--- src/rtl/rv32v_strided_mem_sequencer_if.sv ---
// Bundle between the pipeline/LSC side and the strided vector memory sequencer.
// The slave modport is the sequencer's view; master is the surrounding environment's view.
interface rv32v_strided_mem_sequencer_if #(
    parameter int NUM_LANES = 4,
    parameter int DATA_W    = 32,
    parameter int ADDR_W    = 32
);
    localparam int LW = $clog2(NUM_LANES);

    logic                        start;
    logic                        is_store;
    logic [ADDR_W-1:0]           base_addr;
    logic [ADDR_W-1:0]           stride;
    logic [1:0]                  eew;
    logic [NUM_LANES-1:0]        elem_mask;
    logic [NUM_LANES*DATA_W-1:0] store_data;
    logic                        flush;
    logic                        mem_busy;
    logic [DATA_W-1:0]           mem_rdata;

    logic                        mem_ren;
    logic                        mem_wen;
    logic [ADDR_W-1:0]           mem_addr;
    logic [DATA_W-1:0]           mem_wdata;
    logic [1:0]                  mem_load_type;
    logic                        busy;
    logic                        done;
    logic                        fault;
    logic [ADDR_W-1:0]           fault_addr;
    logic [LW-1:0]               lane_idx;
    logic [NUM_LANES-1:0]        lane_wen;
    logic [DATA_W-1:0]           lane_rdata;

    modport slave (
        input  start, is_store, base_addr, stride, eew, elem_mask, store_data,
               flush, mem_busy, mem_rdata,
        output mem_ren, mem_wen, mem_addr, mem_wdata, mem_load_type, busy, done,
               fault, fault_addr, lane_idx, lane_wen, lane_rdata
    );

    modport master (
        output start, is_store, base_addr, stride, eew, elem_mask, store_data,
               flush, mem_busy, mem_rdata,
        input  mem_ren, mem_wen, mem_addr, mem_wdata, mem_load_type, busy, done,
               fault, fault_addr, lane_idx, lane_wen, lane_rdata
    );
endinterface

--- src/rtl/rv32v_strided_mem_sequencer.sv ---
// Serialises one vector load/store descriptor into scalar LSC accesses, one per active element.
// RV32V_SERIAL_STRIDE_EN: honour the stride port; otherwise elements are unit-stride.
//   state  | meaning
//   S_IDLE | waiting for a descriptor
//   S_REQ  | issuing the access for element lane_idx
//   S_DONE | one-cycle completion pulse
module rv32v_strided_mem_sequencer #(
    parameter int NUM_LANES = 4,
    parameter int DATA_W    = 32,
    parameter int ADDR_W    = 32
) (
    input  logic                           CLK,
    input  logic                           nRST,
    rv32v_strided_mem_sequencer_if.slave   bus
);
    localparam int LW = $clog2(NUM_LANES);

    typedef enum logic [1:0] {S_IDLE, S_REQ, S_DONE} state_e;

    state_e                      state_q;
    logic                        is_store_q;
    logic [ADDR_W-1:0]           base_q;
    logic [1:0]                  eew_q;
    logic [NUM_LANES-1:0]        mask_q;
    logic [NUM_LANES*DATA_W-1:0] sdata_q;
    logic [LW-1:0]               idx_q;
    logic [ADDR_W-1:0]           addr_q;
    logic [DATA_W-1:0]           wdata_q;
    logic [ADDR_W-1:0]           fault_addr_q;

    logic [LW-1:0]               first_idx_d;
    logic [LW-1:0]               next_idx_d;
    logic [NUM_LANES-1:0]        mask_left_d;
    logic [ADDR_W-1:0]           first_addr_d;
    logic [ADDR_W-1:0]           next_addr_d;
    logic                        accept;
    logic                        misal;
    logic                        req_ok;
    logic                        complete;

    function automatic logic [LW-1:0] lowest_set(input logic [NUM_LANES-1:0] m);
        logic [LW-1:0] r;
        r = '0;
        for (int i = NUM_LANES - 1; i >= 0; i--) begin
            if (m[i]) r = LW'(i);
        end
        return r;
    endfunction

    // eew=3 is illegal and handled as a word access everywhere
    function automatic logic misaligned(input logic [ADDR_W-1:0] a, input logic [1:0] ew);
        logic r;
        case (ew)
            2'd0:    r = 1'b0;
            2'd1:    r = a[0];
            default: r = |a[1:0];
        endcase
        return r;
    endfunction

    always_comb begin
        first_idx_d = lowest_set(bus.elem_mask);
        mask_left_d = mask_q & ~(NUM_LANES'(1) << idx_q);
        next_idx_d  = lowest_set(mask_left_d);
    end

`ifdef RV32V_SERIAL_STRIDE_EN
    logic [ADDR_W-1:0] stride_q;

    assign first_addr_d = bus.base_addr + ADDR_W'(first_idx_d) * bus.stride;
    assign next_addr_d  = base_q + ADDR_W'(next_idx_d) * stride_q;
`else
    function automatic logic [1:0] eff_shift(input logic [1:0] ew);
        return (ew == 2'd3) ? 2'd2 : ew;
    endfunction

    logic unused_stride;
    assign unused_stride = ^bus.stride;
    assign first_addr_d  = bus.base_addr + (ADDR_W'(first_idx_d) << eff_shift(bus.eew));
    assign next_addr_d   = base_q + (ADDR_W'(next_idx_d) << eff_shift(eew_q));
`endif

    assign accept   = (state_q == S_IDLE) && bus.start && !bus.flush;
    assign misal    = misaligned(addr_q, eew_q);
    assign req_ok   = (state_q == S_REQ) && !misal && !bus.flush;
    assign complete = req_ok && !bus.mem_busy;

    always_ff @(posedge CLK) begin
        if (!nRST) begin
            state_q      <= S_IDLE;
            is_store_q   <= 1'b0;
            base_q       <= '0;
            eew_q        <= '0;
            mask_q       <= '0;
            sdata_q      <= '0;
            idx_q        <= '0;
            addr_q       <= '0;
            wdata_q      <= '0;
            fault_addr_q <= '0;
`ifdef RV32V_SERIAL_STRIDE_EN
            stride_q     <= '0;
`endif
        end else begin
            case (state_q)
                S_IDLE: begin
                    if (accept) begin
                        is_store_q   <= bus.is_store;
                        base_q       <= bus.base_addr;
                        eew_q        <= bus.eew;
                        mask_q       <= bus.elem_mask;
                        sdata_q      <= bus.store_data;
                        idx_q        <= first_idx_d;
                        addr_q       <= first_addr_d;
                        wdata_q      <= bus.store_data[int'(first_idx_d)*DATA_W +: DATA_W];
                        fault_addr_q <= '0;
`ifdef RV32V_SERIAL_STRIDE_EN
                        stride_q     <= bus.stride;
`endif
                        state_q      <= (bus.elem_mask == '0) ? S_DONE : S_REQ;
                    end
                end
                S_REQ: begin
                    if (bus.flush) begin
                        state_q <= S_IDLE;
                    end else if (misal) begin
                        fault_addr_q <= addr_q;
                        state_q      <= S_IDLE;
                    end else if (!bus.mem_busy) begin
                        mask_q <= mask_left_d;
                        if (mask_left_d == '0) begin
                            state_q <= S_DONE;
                        end else begin
                            idx_q   <= next_idx_d;
                            addr_q  <= next_addr_d;
                            wdata_q <= sdata_q[int'(next_idx_d)*DATA_W +: DATA_W];
                        end
                    end
                end
                S_DONE:  state_q <= S_IDLE;
                default: state_q <= S_IDLE;
            endcase
        end
    end

    assign bus.mem_ren       = req_ok && !is_store_q;
    assign bus.mem_wen       = req_ok && is_store_q;
    assign bus.mem_addr      = addr_q;
    assign bus.mem_wdata     = wdata_q;
    assign bus.mem_load_type = eew_q;
    assign bus.busy          = (state_q != S_IDLE);
    assign bus.done          = (state_q == S_DONE) && !bus.flush;
    assign bus.fault         = (state_q == S_REQ) && misal && !bus.flush;
    assign bus.fault_addr    = fault_addr_q;
    assign bus.lane_idx      = idx_q;
    assign bus.lane_wen      = (complete && !is_store_q) ? (NUM_LANES'(1) << idx_q) : '0;
    assign bus.lane_rdata    = bus.mem_rdata;
endmodule

--- src/flat_wrapper.sv ---
// flat-port wrapper written by rule: the top's interface ports become plain ports
module rv32v_strided_mem_sequencer_flat 
#(
    parameter int NUM_LANES = 4,
    parameter int DATA_W    = 32,
    parameter int ADDR_W    = 32
)
  (CLK, nRST, bus_start, bus_is_store, bus_base_addr, bus_stride, bus_eew, bus_elem_mask, bus_store_data, bus_flush, bus_mem_busy, bus_mem_rdata, bus_mem_ren, bus_mem_wen, bus_mem_addr, bus_mem_wdata, bus_mem_load_type, bus_busy, bus_done, bus_fault, bus_fault_addr, bus_lane_idx, bus_lane_wen, bus_lane_rdata);
  rv32v_strided_mem_sequencer_if #(.NUM_LANES(NUM_LANES), .DATA_W(DATA_W), .ADDR_W(ADDR_W)) bus_i ();
  input  logic CLK;
  input  logic nRST;
  input wire logic [$bits(bus_i.start)-1:0] bus_start;
  input wire logic [$bits(bus_i.is_store)-1:0] bus_is_store;
  input wire logic [$bits(bus_i.base_addr)-1:0] bus_base_addr;
  input wire logic [$bits(bus_i.stride)-1:0] bus_stride;
  input wire logic [$bits(bus_i.eew)-1:0] bus_eew;
  input wire logic [$bits(bus_i.elem_mask)-1:0] bus_elem_mask;
  input wire logic [$bits(bus_i.store_data)-1:0] bus_store_data;
  input wire logic [$bits(bus_i.flush)-1:0] bus_flush;
  input wire logic [$bits(bus_i.mem_busy)-1:0] bus_mem_busy;
  input wire logic [$bits(bus_i.mem_rdata)-1:0] bus_mem_rdata;
  output wire logic [$bits(bus_i.mem_ren)-1:0] bus_mem_ren;
  output wire logic [$bits(bus_i.mem_wen)-1:0] bus_mem_wen;
  output wire logic [$bits(bus_i.mem_addr)-1:0] bus_mem_addr;
  output wire logic [$bits(bus_i.mem_wdata)-1:0] bus_mem_wdata;
  output wire logic [$bits(bus_i.mem_load_type)-1:0] bus_mem_load_type;
  output wire logic [$bits(bus_i.busy)-1:0] bus_busy;
  output wire logic [$bits(bus_i.done)-1:0] bus_done;
  output wire logic [$bits(bus_i.fault)-1:0] bus_fault;
  output wire logic [$bits(bus_i.fault_addr)-1:0] bus_fault_addr;
  output wire logic [$bits(bus_i.lane_idx)-1:0] bus_lane_idx;
  output wire logic [$bits(bus_i.lane_wen)-1:0] bus_lane_wen;
  output wire logic [$bits(bus_i.lane_rdata)-1:0] bus_lane_rdata;
  assign bus_i.start = bus_start;
  assign bus_i.is_store = bus_is_store;
  assign bus_i.base_addr = bus_base_addr;
  assign bus_i.stride = bus_stride;
  assign bus_i.eew = bus_eew;
  assign bus_i.elem_mask = bus_elem_mask;
  assign bus_i.store_data = bus_store_data;
  assign bus_i.flush = bus_flush;
  assign bus_i.mem_busy = bus_mem_busy;
  assign bus_i.mem_rdata = bus_mem_rdata;
  assign bus_mem_ren = bus_i.mem_ren;
  assign bus_mem_wen = bus_i.mem_wen;
  assign bus_mem_addr = bus_i.mem_addr;
  assign bus_mem_wdata = bus_i.mem_wdata;
  assign bus_mem_load_type = bus_i.mem_load_type;
  assign bus_busy = bus_i.busy;
  assign bus_done = bus_i.done;
  assign bus_fault = bus_i.fault;
  assign bus_fault_addr = bus_i.fault_addr;
  assign bus_lane_idx = bus_i.lane_idx;
  assign bus_lane_wen = bus_i.lane_wen;
  assign bus_lane_rdata = bus_i.lane_rdata;
  rv32v_strided_mem_sequencer #(.NUM_LANES(NUM_LANES), .DATA_W(DATA_W), .ADDR_W(ADDR_W)) u_core (.CLK(CLK), .nRST(nRST), .bus(bus_i));
endmodule
--- config.mk ---
export PLATFORM = sky130hd
export DESIGN_NAME = rv32v_strided_mem_sequencer_flat
export DESIGN_NICKNAME = d
export VERILOG_FILES = /design/src/rtl/rv32v_strided_mem_sequencer_if.sv /design/src/rtl/rv32v_strided_mem_sequencer.sv /design/src/flat_wrapper.sv
export SDC_FILE = /design/constraint.sdc
export NUM_CORES = 1
export LEC_CHECK = 0
export CORE_MARGIN = 3
export CORE_UTILIZATION = 49
export DETAILED_ROUTE_END_ITERATION = 8
export PLACE_DENSITY = 0.81
export SYNTH_ARGS = -nofsm -noshare
export SYNTH_HDL_FRONTEND = slang
export SYNTH_SLANG_ARGS = --single-unit
--- constraint.sdc ---
create_clock -name CLK -period 3.89 [get_ports CLK]
set_input_delay 0.389 -clock CLK [delete_from_list [all_inputs] [get_ports CLK]]
set_output_delay 0.389 -clock CLK [all_outputs]
set_load 0.01 [all_outputs]
After elaboration in Yosys (flattened, before gate mapping):

Cells that the tools add are included.

* bits in read-only memories: 0
* RAM bits: 0
* logic and storage cells: 105
* memories: 0
* bits in latches: 0
* bits of input ports: 236
* flip-flop bits (word level): 267

* add/subtract/negate cells: 2
* magnitude comparators: 0
* bitwise operators: 2
* reductions and logical operators: 27
* multiply operators: 0
* shift operators: 5
* div/mod/pow operators: 0
* mux-type cells: 46
* equal/unequal tests: 13

Operators with widths (number)
* two-way mux 32 bit: 13
* variable part select 128 x 8 -> 32 bit: 2
* one-hot mux 32 bit (2 select lines): 3
* adder 32 bit: 2
* << shifter 2 x 2 -> 32 bit: 2
* two-way mux 2 bit: 21
* two-way mux 4 bit: 5
* logical AND 1 bit: 11
* logical NOT 4 bit: 2
* inequality test 2 bit, second input constant: 4
* one-hot mux 2 bit (2 select lines): 2
* one-hot mux 4 bit (2 select lines): 1
* equality test 2 bit, second input constant: 3
* AND reduction 6 bit: 1
* AND reduction 5 bit: 1
* bitwise AND 4 bit: 1
* equality test 2 x 1 -> 1 bit, second input constant: 2
* logical NOT 1 bit: 4
* logical NOT 2 bit: 2
* inequality test 2 x 1 -> 1 bit, second input constant: 2
* inequality test 4 x 2 -> 1 bit, second input constant: 1
* inequality test 4 x 3 -> 1 bit, second input constant: 1
* NOT 4 bit: 1
* AND reduction 4 bit: 1
* other kinds (6): 7

Logic depth before layout (Yosys ltp):

* depth after elaboration: 14
* mapped depth: 16

Worst setup path after synthesis:

OpenSTA, ideal clock, no wires.

* path type: register to register
* start point: register u_core.idx_q[0], in the netlist u_core.bus.lane_idx[0]
* end point: register u_core.addr_q[27], in the netlist u_core.bus.mem_addr[27]
* stages on the path, launching flop included: 17
* data required time: 3773 ps
* arrival time: 3253 ps
* setup slack: 520 ps
* library setup time: 117 ps
* clock period less this slack: 3370 ps
* path through: dfxtp_1 > buf_4 > mux2i_1 > o32a_1 > buf_2 > clkbuf_1 > nor2_1 > a21oi_1 > nor2_1 > ha_1 > a21o_1 > nand3_4 > a2111o_1 > buf_6 > o31ai_1 > nand3_1 > a32o_1

* cells in the longest elaborated chain, start to end: 14
* elaborated cells between the ends (all ways): 17
* those cells by class: 1 x add/sub; 1 x eq/ne; 2 x shift; 9 x mux; 2 x bitwise; 2 x reduce/logical

RTL lines
* start: declaration: RTL line rv32v_strided_mem_sequencer.sv:26 `logic [LW-1:0] idx_q;`
* start signal: assignment: RTL line rv32v_strided_mem_sequencer.sv:112 `idx_q <= first_idx_d;`
* start signal: assignment: RTL line rv32v_strided_mem_sequencer.sv:133 `idx_q <= next_idx_d;`
* << shifter 1 x 2 -> 4 bit *: RTL line rv32v_strided_mem_sequencer.sv:63 `mask_left_d = mask_q & ~(NUM_LANES'(1) << idx_q);`
* NOT 4 bit *: RTL line rv32v_strided_mem_sequencer.sv:63
* bitwise AND 4 bit *: RTL line rv32v_strided_mem_sequencer.sv:63
* two-way mux 2 bit (4 in series): RTL line rv32v_strided_mem_sequencer.sv:45 `if (m[i]) r = LW'(i);`
* << shifter 2 x 2 -> 32 bit: RTL line rv32v_strided_mem_sequencer.sv:80 `assign next_addr_d = base_q + (ADDR_W'(next_idx_d) << eff_shift(eew_q));`
* adder 32 bit: RTL line rv32v_strided_mem_sequencer.sv:80
* two-way mux 32 bit: RTL line rv32v_strided_mem_sequencer.sv:130 `if (mask_left_d == '0) begin`
* two-way mux 32 bit: RTL line rv32v_strided_mem_sequencer.sv:128 `end else if (!bus.mem_busy) begin`
* two-way mux 32 bit: RTL line rv32v_strided_mem_sequencer.sv:125 `end else if (misal) begin`
* two-way mux 32 bit: RTL line rv32v_strided_mem_sequencer.sv:123 `if (bus.flush) begin`
* one-hot mux 32 bit (2 select lines): RTL line rv32v_strided_mem_sequencer.sv:104 `case (state_q)`
* end signal: assignment: RTL line rv32v_strided_mem_sequencer.sv:113 `addr_q <= first_addr_d;`
* end signal: assignment: RTL line rv32v_strided_mem_sequencer.sv:134 `addr_q <= next_addr_d;`
* end: declaration: RTL line rv32v_strided_mem_sequencer.sv:27 `logic [ADDR_W-1:0] addr_q;`

Every way passes the cells marked *; elsewhere a longest branch is shown, timed or not. The select of a mux whose other input is x is not followed.
A chain may end at the register's enable or synchronous reset.

Final worst setup path:

* start point: register u_core.idx_q[0], in the netlist u_core.bus.lane_idx[0]
* end point: register u_core.addr_q[30], in the netlist u_core.bus.mem_addr[30]

The elaborated chain is that of the path after synthesis.

==> run summary <==
DRT iter0 DRCs -> 1,556
Cells after DPL -> 2,314
die area -> 29,800 um^2
unrepaired setup endpoints after global routing -> no
sequential cell area -> 5350 um^2
initial antenna violation count -> 2
gr usage total -> 0.285
CTS buffer count -> 29
Clock Tree Buf Depth -> 3
WL per Instance -> 19.0 um
maximum vdd drop -> 302 uV
Hold Buf Count CTS -> 0
Worst EP arrival -> 3780 ps
number of port buffers -> 280
Req. time, crit path -> 4330 ps
Syn Inst Count -> 1,806
CTS H-tree lvls -> 1
Leak -> 5.95 nW
Initial Util -> 0.502
main flop type after synthesis -> dfxtp_1
Mapped Area -> 13,600 um^2
critical path peak fanout -> 13
Setup TNS -> 0 ps
largest net degree at the start of global routing -> 119
HPWL after DPL -> 29.2 mm
Clock Latency Late Sink -> 550 ps
Root Driver -> clkbuf_16
Mean Syn Cell Area -> 7.53 um^2
Nets -> 2,221
most common cell in the netlist -> nand2_1
Synth Register Bits -> 267
post-CTS resize count -> 0
drt pass-1 iters -> 8
total of max-cap violations -> 0
Residual DRC -> 0
ys async rst share -> 0
number of max-slew violations in the final report -> 0
commonest cells in the netlist -> nand2_1, dfxtp_1, a21oi_1
Power, Total -> 6.95 mW
Final Wtd Congestion -> 0.932
clock tree sinks -> 267
Ant. Diodes -> 0
first-pass GRT wire length -> 71.3 mm
synth-to-layout area growth -> 27.3%
P per Cell Area -> 401 nW/um^2
vias per inst -> 5.97
critical path startpoint category -> flop
vias in the first global route -> 13,700
Setup Skew -> 15.5 ps
sequential area share after synthesis -> 0.393
final hold vios -> 0
f_max -> 0.299 GHz
Crit. End Element -> flop
cell row count -> 60
setup bufs post-CTS -> 0
Yosys top cell area share -> 0.393
die height -> 173 um
total vias in the final route -> 14,100
Hold Slack -> 411 ps
CTS tree -> done
die width -> 173 um
Fillers -> 2,328
placeable core region -> 27,100 um^2
Slew HR -> 0.324
multi-input logic area -> 7370 um^2
Tmin final -> 3350 ps
Yosys top cell by area -> dfxtp_1
DRT Wirelength -> 44.9 mm
global route overflow -> 0
IO Pins -> 377
outcome -> complete, no violations
worst-margin pin slew -> 1010 ps
worst hold path class -> input port to flop
Tcrit/Tclk final -> 0.860
Crit Path Class -> flop to flop
Clock transition at path regs -> 60 ps
Post-synth EDFFs -> 0
Cell variety after synth -> 77
Non-Filler Instances -> 2,365
share of cells above drive strength 1 -> 0.0562
ranking of synthesized cells by area -> dfxtp_1, nand2_1, a21oi_1, mux2i_1, clkbuf_1
DRT antenna net count -> 0
warnings from Yosys -> 0
final setup violation count -> 0
## final cells by class
cell class                 instances  share of cell area
timing repair buffer             314               0.180
clock buffer                      39              0.0475
inverter                          12             0.00289
multi-input combinational       1349               0.426
tap                              372              0.0269
clock inverter                    12             0.00838
sequential                       267               0.309
## state kept, by name, summed over array words and instances (netlist names)
name                      flops
u_core.mask_q                 4
u_core.bus.mem_wdata         32
u_core.is_store_q             1
u_core.state_q                2
u_core.bus.lane_idx           2
u_core.base_q                32
u_core.sdata_q              128
u_core.bus.mem_load_type      2
u_core.bus.fault_addr        32
u_core.bus.mem_addr          32
## critical path: stages, from the launching register on
cell,delay [ps]
dfxtp_1,350
buf_4,180
nor2_1,230
o21ai_0,200
o21ai_4,160
nor3b_1,230
ha_1,220
fa_1,230
a21oi_1,100
o22ai_1,140
buf_4,240
nand3_4,120
o31a_1,240
or3_1,340
a32o_1,250
## placed cells by master (no fill, tap or decap), drive strengths merged, types with 5 or more instances in the layout
master and n:
and4 8, a32oi 31, a211oi 10, a21oi 213, xor2 13, nor2 36, buf 34, a32o 21
a311oi 5, ha 10, inv 13, o2111ai 5, o311ai 29, nand3 59, nand4 41, xnor2 30
nor3b 5, mux2i 38, and3 11, nor4 10, or3 10, nand2 580, clkdlybuf4s50 280, o21ai 90
nor2b 6, and2 13, nor3 13, clkinv 7, clkbuf 39, dfxtp 267, a2111oi 6
## cell families (layout without fill, tap and decap cells)
| logic type | count (synthesis) | in the layout | synth area share |
|---|---|---|---|
| AOI/OAI and AO/OA | 445 | 445 | 0.206 |
| xor gates and xnor gates | 43 | 43 | 0.0277 |
| adders and majority gates | 12 | 12 | 0.0121 |
| buffers and inverters | 191 | 377 | 0.0721 |
| DFF | 267 | 267 | 0.393 |
| muxes | 40 | 40 | 0.0296 |
| other | 1 | 2 | 0.000276 |
| and+or+nand+nor | 807 | 807 | 0.259 |
## power by group
part	switching [mW]	total, mW	leakage (nW)	internal, mW
registers	0.106	2.98	2.18	2.88
clock network	1.11	2.79	0.480	1.67
logic	0.680	1.18	3.29	0.503
total	1.90	6.95	5.95	5.05
## final timing paths
path                              end                startpoint  cells past startpoint  slack (ps)
min reg2reg  u_core.bus.mem_wdata[26]  u_core.bus.mem_wdata[26]                      2         440
min                 u_core.is_store_q              bus_is_store                      3         410
max           u_core.bus.mem_addr[30]    u_core.bus.lane_idx[0]                     14         540
max reg2reg   u_core.bus.mem_addr[30]    u_core.bus.lane_idx[0]                     14         540
## metal layers
layer | part of all wire | track usage | vias up
met5 | 0.00053 | 0 | -
met4 | 0.043 | 0.123 | 4
met3 | 0.081 | 0.0534 | 152
met2 | 0.45 | 0.460 | 771
met1 | 0.42 | 0.374 | 6608
li1 | - | - | 6591
## stage by stage
step	worst slack [ps]	utilization	cell area, um^2
6_report	544	0.639	17300
4_1_cts	582	0.639	17300
3_3_place_gp	455	0.603	16400
2_1_floorplan	520	-	13600
3_5_place_dp	397	0.603	16400
5_1_grt	335	0.639	17300
(Power assumes the default switching activity.)
